File: src/rtl/ctrl_fault_pkg.sv
// rtl/ctrl_fault_pkg.sv - shared types, location/op constants and fault operator for ctrl_fault_unit
package ctrl_fault_pkg;

   typedef enum logic [1:0] {FT_NONE, FT_SA0, FT_SA1, FT_FLIP} f_type_e;

   localparam logic [2:0] LOC_B0   = 3'd0;
   localparam logic [2:0] LOC_B1   = 3'd1;
   localparam logic [2:0] LOC_B2   = 3'd2;
   localparam logic [2:0] LOC_B3   = 3'd3;
   localparam logic [2:0] LOC_CIN  = 3'd4;
   localparam logic [2:0] LOC_LESS = 3'd5;
   localparam logic [2:0] LOC_Y0   = 3'd6;
   localparam logic [2:0] LOC_Y7   = 3'd7;

   localparam logic [1:0] OP_AND = 2'b00;
   localparam logic [1:0] OP_OR  = 2'b01;
   localparam logic [1:0] OP_ADD = 2'b10;
   localparam logic [1:0] OP_SLT = 2'b11;

   function automatic logic fault_bit(input logic x, input f_type_e t);
      case (t)
         FT_SA0:  fault_bit = 1'b0;
         FT_SA1:  fault_bit = 1'b1;
         FT_FLIP: fault_bit = ~x;
         default: fault_bit = x;
      endcase
   endfunction

endpackage

File: src/rtl/fault_alu8.sv
// rtl/fault_alu8.sv - combinational MIPS-style ALU slice with single-node fault hooks
module fault_alu8
   import ctrl_fault_pkg::*;
#(
   parameter int WIDTH = 8
) (
   input  logic [WIDTH-1:0] A,
   input  logic [3:0]       B,
   input  logic [WIDTH-1:0] C,
   input  logic [2:0]       f_loc,
   input  logic [1:0]       f_type,
   output logic [WIDTH-1:0] Y
);

   f_type_e          ft;
   logic [3:0]       bp;
   logic [WIDTH-1:0] a;
   logic [WIDTH-1:0] b;
   logic [WIDTH-1:0] sum;
   logic             cin;
   logic             ovf;
   logic             less;

   always_comb begin
      ft = f_type_e'(f_type);
      // Control bits are faulted ahead of decode so the fault propagates everywhere they steer.
      bp = B;
      if (f_loc <= LOC_B3)
         bp[f_loc[1:0]] = fault_bit(B[f_loc[1:0]], ft);

      a   = bp[3] ? ~A : A;
      b   = bp[2] ? ~C : C;
      cin = bp[2];
      if (f_loc == LOC_CIN)
         cin = fault_bit(bp[2], ft);

      sum  = a + b + {{(WIDTH-1){1'b0}}, cin};
      ovf  = (a[WIDTH-1] == b[WIDTH-1]) && (sum[WIDTH-1] != a[WIDTH-1]);
      less = sum[WIDTH-1] ^ ovf;
      if (f_loc == LOC_LESS)
         less = fault_bit(less, ft);

      case (bp[1:0])
         OP_AND:  Y = a & b;
         OP_OR:   Y = a | b;
         OP_ADD:  Y = sum;
         default: Y = {{(WIDTH-1){1'b0}}, less};
      endcase

      if (f_loc == LOC_Y0)
         Y[0] = fault_bit(Y[0], ft);
      if (f_loc == LOC_Y7)
         Y[WIDTH-1] = fault_bit(Y[WIDTH-1], ft);
   end

endmodule

File: src/rtl/ctrl_fault_unit.sv
// rtl/ctrl_fault_unit.sv - faulty/golden ALU pair with sticky fault status; FAULT_CNT_EN adds fault_cnt
module ctrl_fault_unit
   import ctrl_fault_pkg::*;
#(
   parameter int WIDTH = 8
) (
   input  logic             clk,
   input  logic             reset,
   input  logic [WIDTH-1:0] A,
   input  logic [3:0]       B,
   input  logic [2:0]       f_loc,
   input  logic [1:0]       f_type,
   input  logic [WIDTH-1:0] C,
   output logic [WIDTH-1:0] Y,
`ifdef FAULT_CNT_EN
   output logic [7:0]       fault_cnt,
`endif
   output logic             fault_hit
);

   logic [WIDTH-1:0] y_gold;
   logic             diff;

   fault_alu8 #(.WIDTH(WIDTH)) u_faulty (
      .A(A), .B(B), .C(C), .f_loc(f_loc), .f_type(f_type), .Y(Y)
   );

   fault_alu8 #(.WIDTH(WIDTH)) u_golden (
      .A(A), .B(B), .C(C), .f_loc(f_loc), .f_type(FT_NONE), .Y(y_gold)
   );

   assign diff = (Y != y_gold);

   always_ff @(posedge clk or negedge reset) begin
      if (!reset)
         fault_hit <= 1'b0;
      else if (diff)
         fault_hit <= 1'b1;
   end

`ifdef FAULT_CNT_EN
   always_ff @(posedge clk or negedge reset) begin
      if (!reset)
         fault_cnt <= 8'd0;
      else if (diff && fault_cnt != 8'hFF)
         fault_cnt <= fault_cnt + 8'd1;
   end
`endif

endmodule

File: config.mk
export PLATFORM = sky130hd
export DESIGN_NAME = ctrl_fault_unit
export DESIGN_NICKNAME = d
export VERILOG_FILES = /design/src/rtl/ctrl_fault_pkg.sv /design/src/rtl/fault_alu8.sv /design/src/rtl/ctrl_fault_unit.sv
export SDC_FILE = /design/constraint.sdc
export NUM_CORES = 1
export LEC_CHECK = 0
export CELL_PAD_IN_SITES_DETAIL_PLACEMENT = 0
export CELL_PAD_IN_SITES_GLOBAL_PLACEMENT = 1
export CORE_ASPECT_RATIO = 1.25
export CORE_MARGIN = 1
export CORE_UTILIZATION = 44
export DETAILED_ROUTE_END_ITERATION = 8
export PLACE_DENSITY_LB_ADDON = 0.08
export SLEW_MARGIN = 20
export SYNTH_ARGS = -nofsm -noshare
export SYNTH_HDL_FRONTEND = slang
export SYNTH_HIERARCHICAL = 1
export SYNTH_SLANG_ARGS = --single-unit
File: constraint.sdc
create_clock -name clk -period 6.2 [get_ports clk]
set_input_delay 0.93 -clock clk [delete_from_list [all_inputs] [get_ports clk]]
set_output_delay 0.93 -clock clk [all_outputs]
set_load 0.02 [all_outputs]
# After elaboration in Yosys (flattened, before gate mapping)
# Index checks and enable logic that the tools add are counted.
# classes
eq_ne,16
n_mux,25
bitwise,13
reduce_logical,5
add_sub_neg,4
magnitude_cmp,3
# ops
op,n
$pmux W8 S3,2
$mux W8,4
$add A8 B1 Y8,2
$add A8 B8 Y8,2
$and A8 B8 Y8,2
$not A8 Y8,2
$or A8 B8 Y8,2
$pmux W1 S3,5
$eq A3 B3 Y1 const B,4
$bwmux W4,2
$eq A2 B2 Y1 const B,4
$mux W1,8
$mux W4,2
$ne A8 B8 Y1,1
$eq A2 B1 Y1 const B,3
$not A1 Y1,5
$logic_not A2 Y1,2
$le A3 B2 Y1 const B,1
$logic_and A1 B1 Y1,3
$lt A2 B3 Y1 const B,1
$bmux W1 S2,1
$demux W1 S2,1
$eq A1 B1 Y1,2
$ge A2 B1 Y1 const B,1
2 further kinds,4
# totals
reg_bits,1
wordCells,67
out_inout_bits,9
input_bits,27

# Depth between registers and ports, before layout
# logic_depth
ltp_word,22
ltp_mapped,18
depth_no_buf,17

# Modules after synthesis
# Netlist, hierarchy kept.
# by_module_without_submodules
mod,area_each_um2,cells_each,instances,seq_area_each_um2
fault_alu8 at u_golden,1079.8,145,1,0.0
fault_alu8 at u_faulty,1069.8,144,1,0.0
ctrl_fault_unit,117.6,13,1,25.0

# Worst setup path after synthesis
# OpenSTA, ideal clock, no wires.
# synth_path
path_type,input port to output port
start,in f_loc[0]
end,out Y[6]
required_ns,5.270
path_stages,13
path_buffers,1
arrival_ns,3.930
slack_ns,1.340
cell_sequence,clkbuf_1 > nor2b_1 > nand2_1 > o22ai_2 > xnor2_1 > fa_1 > fa_1 > a21o_1 > a21oi_1 > o21bai_1 > a21oi_1 > xor2_1 > o22ai_1
# synth_between
elab_chain_cells,12
word_cells_on_any_way,27
cone_classes,add/sub (2); order compare (3); eq/ne (3); mux (13); bitwise (4); reduce/logical (2)
# synth_rtl
element,line,text
"start, declared",ctrl_fault_unit.sv:11,"input logic [2:0] f_loc,"
"parallel branches: the longest is 11 deep, another holds $add A8 B8 Y8",-,
$pmux W8 S3 *,fault_alu8.sv:43,case (bp[1:0])
"end, declared",ctrl_fault_unit.sv:14,"output logic [WIDTH-1:0] Y,"
# Every way passes the cells marked *. The select of a mux whose other input is x is not followed.

# Worst setup path in the final report
# layout_path
start,in f_loc[1]
end,out Y[7]
# layout_between
elab_chain_cells,15
word_cells_on_any_way,31
cone_classes,add/sub (2); order compare (3); eq/ne (4); mux (15); bitwise (5); reduce/logical (2)
# layout_rtl
element,line,text
"parallel branches: the longest is 14 deep, another holds $add A8 B8 Y8",-,
$mux W1 *,fault_alu8.sv:52,if (f_loc == LOC_Y7)
# Marked as above.

==> metrics.yaml <==
worst_hold_path:
  hold_path_class: "flop to flop"
final_layout:
  instances_no_fill: 404
  largest_register_ffs: 1
  regMostFlops: "fault_hit"
  design_area_um2: 2730
  n_antenna_cell: 0
  area_delta_synth_final_pct: 20.3
  nets: 409
  final_core_util_pct: 56.4
  multi_input_comb_area_um2: 2070
  reg.largest.list: "fault_hit: 1 flops"
  drive_above_1_share_pct: 9.01
  fillers: 495
  seq_area_um2: 25.0
detailed_routing:
  drt_iter0_markers: 58
  postRouteAntennaNets: 0
  drc: 0
  routed_wl_um: 5420
  vias: 2099
  via_per_inst: 5.20
  wl_per_cell_um: 13.4
  drt_first_pass_iters: 4
power:
  combPwrFrac_pct: 98.3
  p_sw_w: 0.000205
  p_int_w: 0.000188
  p_per_area_nw_per_um2: 144
  switching_share_pct: 52.2
  power_frac_clock_pct: 0
  cellLeakagePower_nw: 1.21
  p_seq_share_pct: 1.7
  ir_drop_uv: 52.6
logic_synthesis:
  synth_flop_cell: "dfrtp_1"
  syn_inst: 302
  synthTopCellsByCount: "xnor2_1, ha_1, inv_1, nand2_1, nor2_1"
  async_flop_share_pct: 100
  synth_area_um2: 2270
  synth.most_common_cell: "xnor2_1"
  synthTopCellsByArea: "ha_1, xnor2_1, xor2_1, inv_1, nand2_1"
  avgSynthCellArea_um2: 7.51
  ys_seq_area_share_pct: 1.10
  ys_types: 52
  synth-edff-count: 0
  ys_ff_latch: 1
  synth_largest_area_cell: "ha_1"
  yosysWarnings: 6
  synth_top_area_share_pct: 17.7
die:
  num_rows: 28
  die_w_um: 66.2
  die_area_um2: 5450
  start_util_pct: 46.9
  coreArea_um2: 4830
  pin_count: 36
  die_h_um: 82.3
timing:
  grt_setup_unrepaired: "false"
  fmax_mhz: 172
  finalClockSkew_ps: 0
  finalSetupViolations: 0
  fin_crit_sh_pct: 94.0
  slew_headroom_pct: 46.2
  fin_setup_tns_ps: 0
  finalHoldViolations: 0
  slew_violations: 0
  worst_slew_pin_slew_ps: 792
  post-route-min-period_ps: 5830
placement:
  finalWeightedCongestion: 0.793
  hpwl_um: 4650
  dpl_cell_area_um2: 2730
  portBuffers: 35
  placed_cells: 404
critical_path:
  cp.buffers_inverters: 4
  crit_fanout: 13
  crit_family: "buffers and inverters"
  critPathKind: "input pin to primary output"
  cp_slowest_stage_delay_ps: 670
  crit_arrival_ps: 4900
  crit_chain: "clkdlybuf4s50_1 -> buf_4 -> nand2b_1 -> nor2_1 -> o22ai_2 -> buf_4 -> xnor2_1 -> ha_1 -> a211oi_1 -> o211ai_1 -> a21oi_1 -> xnor2_1 -> a21oi_1 -> mux2i_1 -> clkdlybuf4s50_1"
  slowest_stage: "clkdlybuf4s50_1"
  startpoint_type: "input pin"
  cp_data_required_time_ps: 5270
  end_kind: "primary output"
grt:
  grt_overflow_total: 0
  grt_max_degree: 20
  grtUsageTotal_pct: 21.4
  grt_pass1_wl_um: 9150
  grt_pass1_vias: 2074
  antenna_found_initial: 0
clock_tree:
  cts_resized: 0
  post-cts-setup-buffer-count: 0
  ctsHoldBuffers: 0
  clkLatencyLatePin_ps: 0
  path_clk_slew_ps: 0
job:
  max_cap_violations: 0
outcome:
  outcome: "finished, final reports clean"
metrics by stage:
step           power [W]  worst slack (ps)  hold WS, ps
6_report        0.000393               374          473
3_5_place_dp    0.000392               367          471
5_1_grt         0.000437              74.3          514
2_1_floorplan   0.000293              1340          595
4_1_cts         0.000395               368          471
3_3_place_gp    0.000391               376          465
layout make-up:
class                   instances  area share [%]
inverters                      37            5.09
multi-input cells             262            75.9
flip-flops and latches          1           0.917
well taps                      60            2.75
repair buffers                 44            15.3
power by group through the flow:
| stage | Combinational [W] | Clock [W] | Sequential [W] |
|---|---|---|---|
| floorplan | 0.000286 | 0 | 0.00000665 |
| finish | 0.000386 | 0 | 0.00000665 |
| global route | 0.000431 | 0 | 0.00000665 |
| detailed placement | 0.000386 | 0 | 0.00000665 |
| CTS | 0.000388 | 0 | 0.00000665 |
| global placement | 0.000385 | 0 | 0.00000665 |
final timing paths:
path,startpoint,end,slack [ps],depth (start not counted)
worst min register to register,fault_hit,fault_hit,470,1
worst max register to register,fault_hit,fault_hit,5200,1
max in group asynchronous,reset,fault_hit,5010,1
worst max-delay path,f_loc[1],Y[7],370,15
min in group asynchronous,reset,fault_hit,1090,1
worst min-delay path,fault_hit,fault_hit,470,1
per-layer routing:
layer	wire length, um	vias to the layer above	track usage (%)
li1	-	1115	-
met1	2410	938	25.7
met2	2770	42	42.8
met3	180	4	0.687
met4	55	0	2.13
met5	0	-	0
logic make-up after synthesis:
kind of cell / synth area share, %
other: 0.165
adder cells (fa/ha/maj): 21.2
flip-flops: 1.10
buffers and inverters: 9.05
multiplexers: 8.22
XOR/XNOR: 20.4
AND/OR/NAND/NOR: 18.8
AO/OA/AOI/OAI: 21.1
placed cells by master, fill, tap and decap left out, types with 10 or more instances in the layout:
cell | netlist | layout
inv_1 | 29 | 29
clkdlybuf4s50_1 | 0 | 35
xnor2_1 | 38 | 38
o21ai_0 | 11 | 11
nor2_1 | 21 | 21
conb_1 | 1 | 10
xor2_1 | 13 | 13
ha_1 | 32 | 32
a21oi_1 | 16 | 16
nand2_1 | 23 | 23
Power figures use the tool's default switching activity.
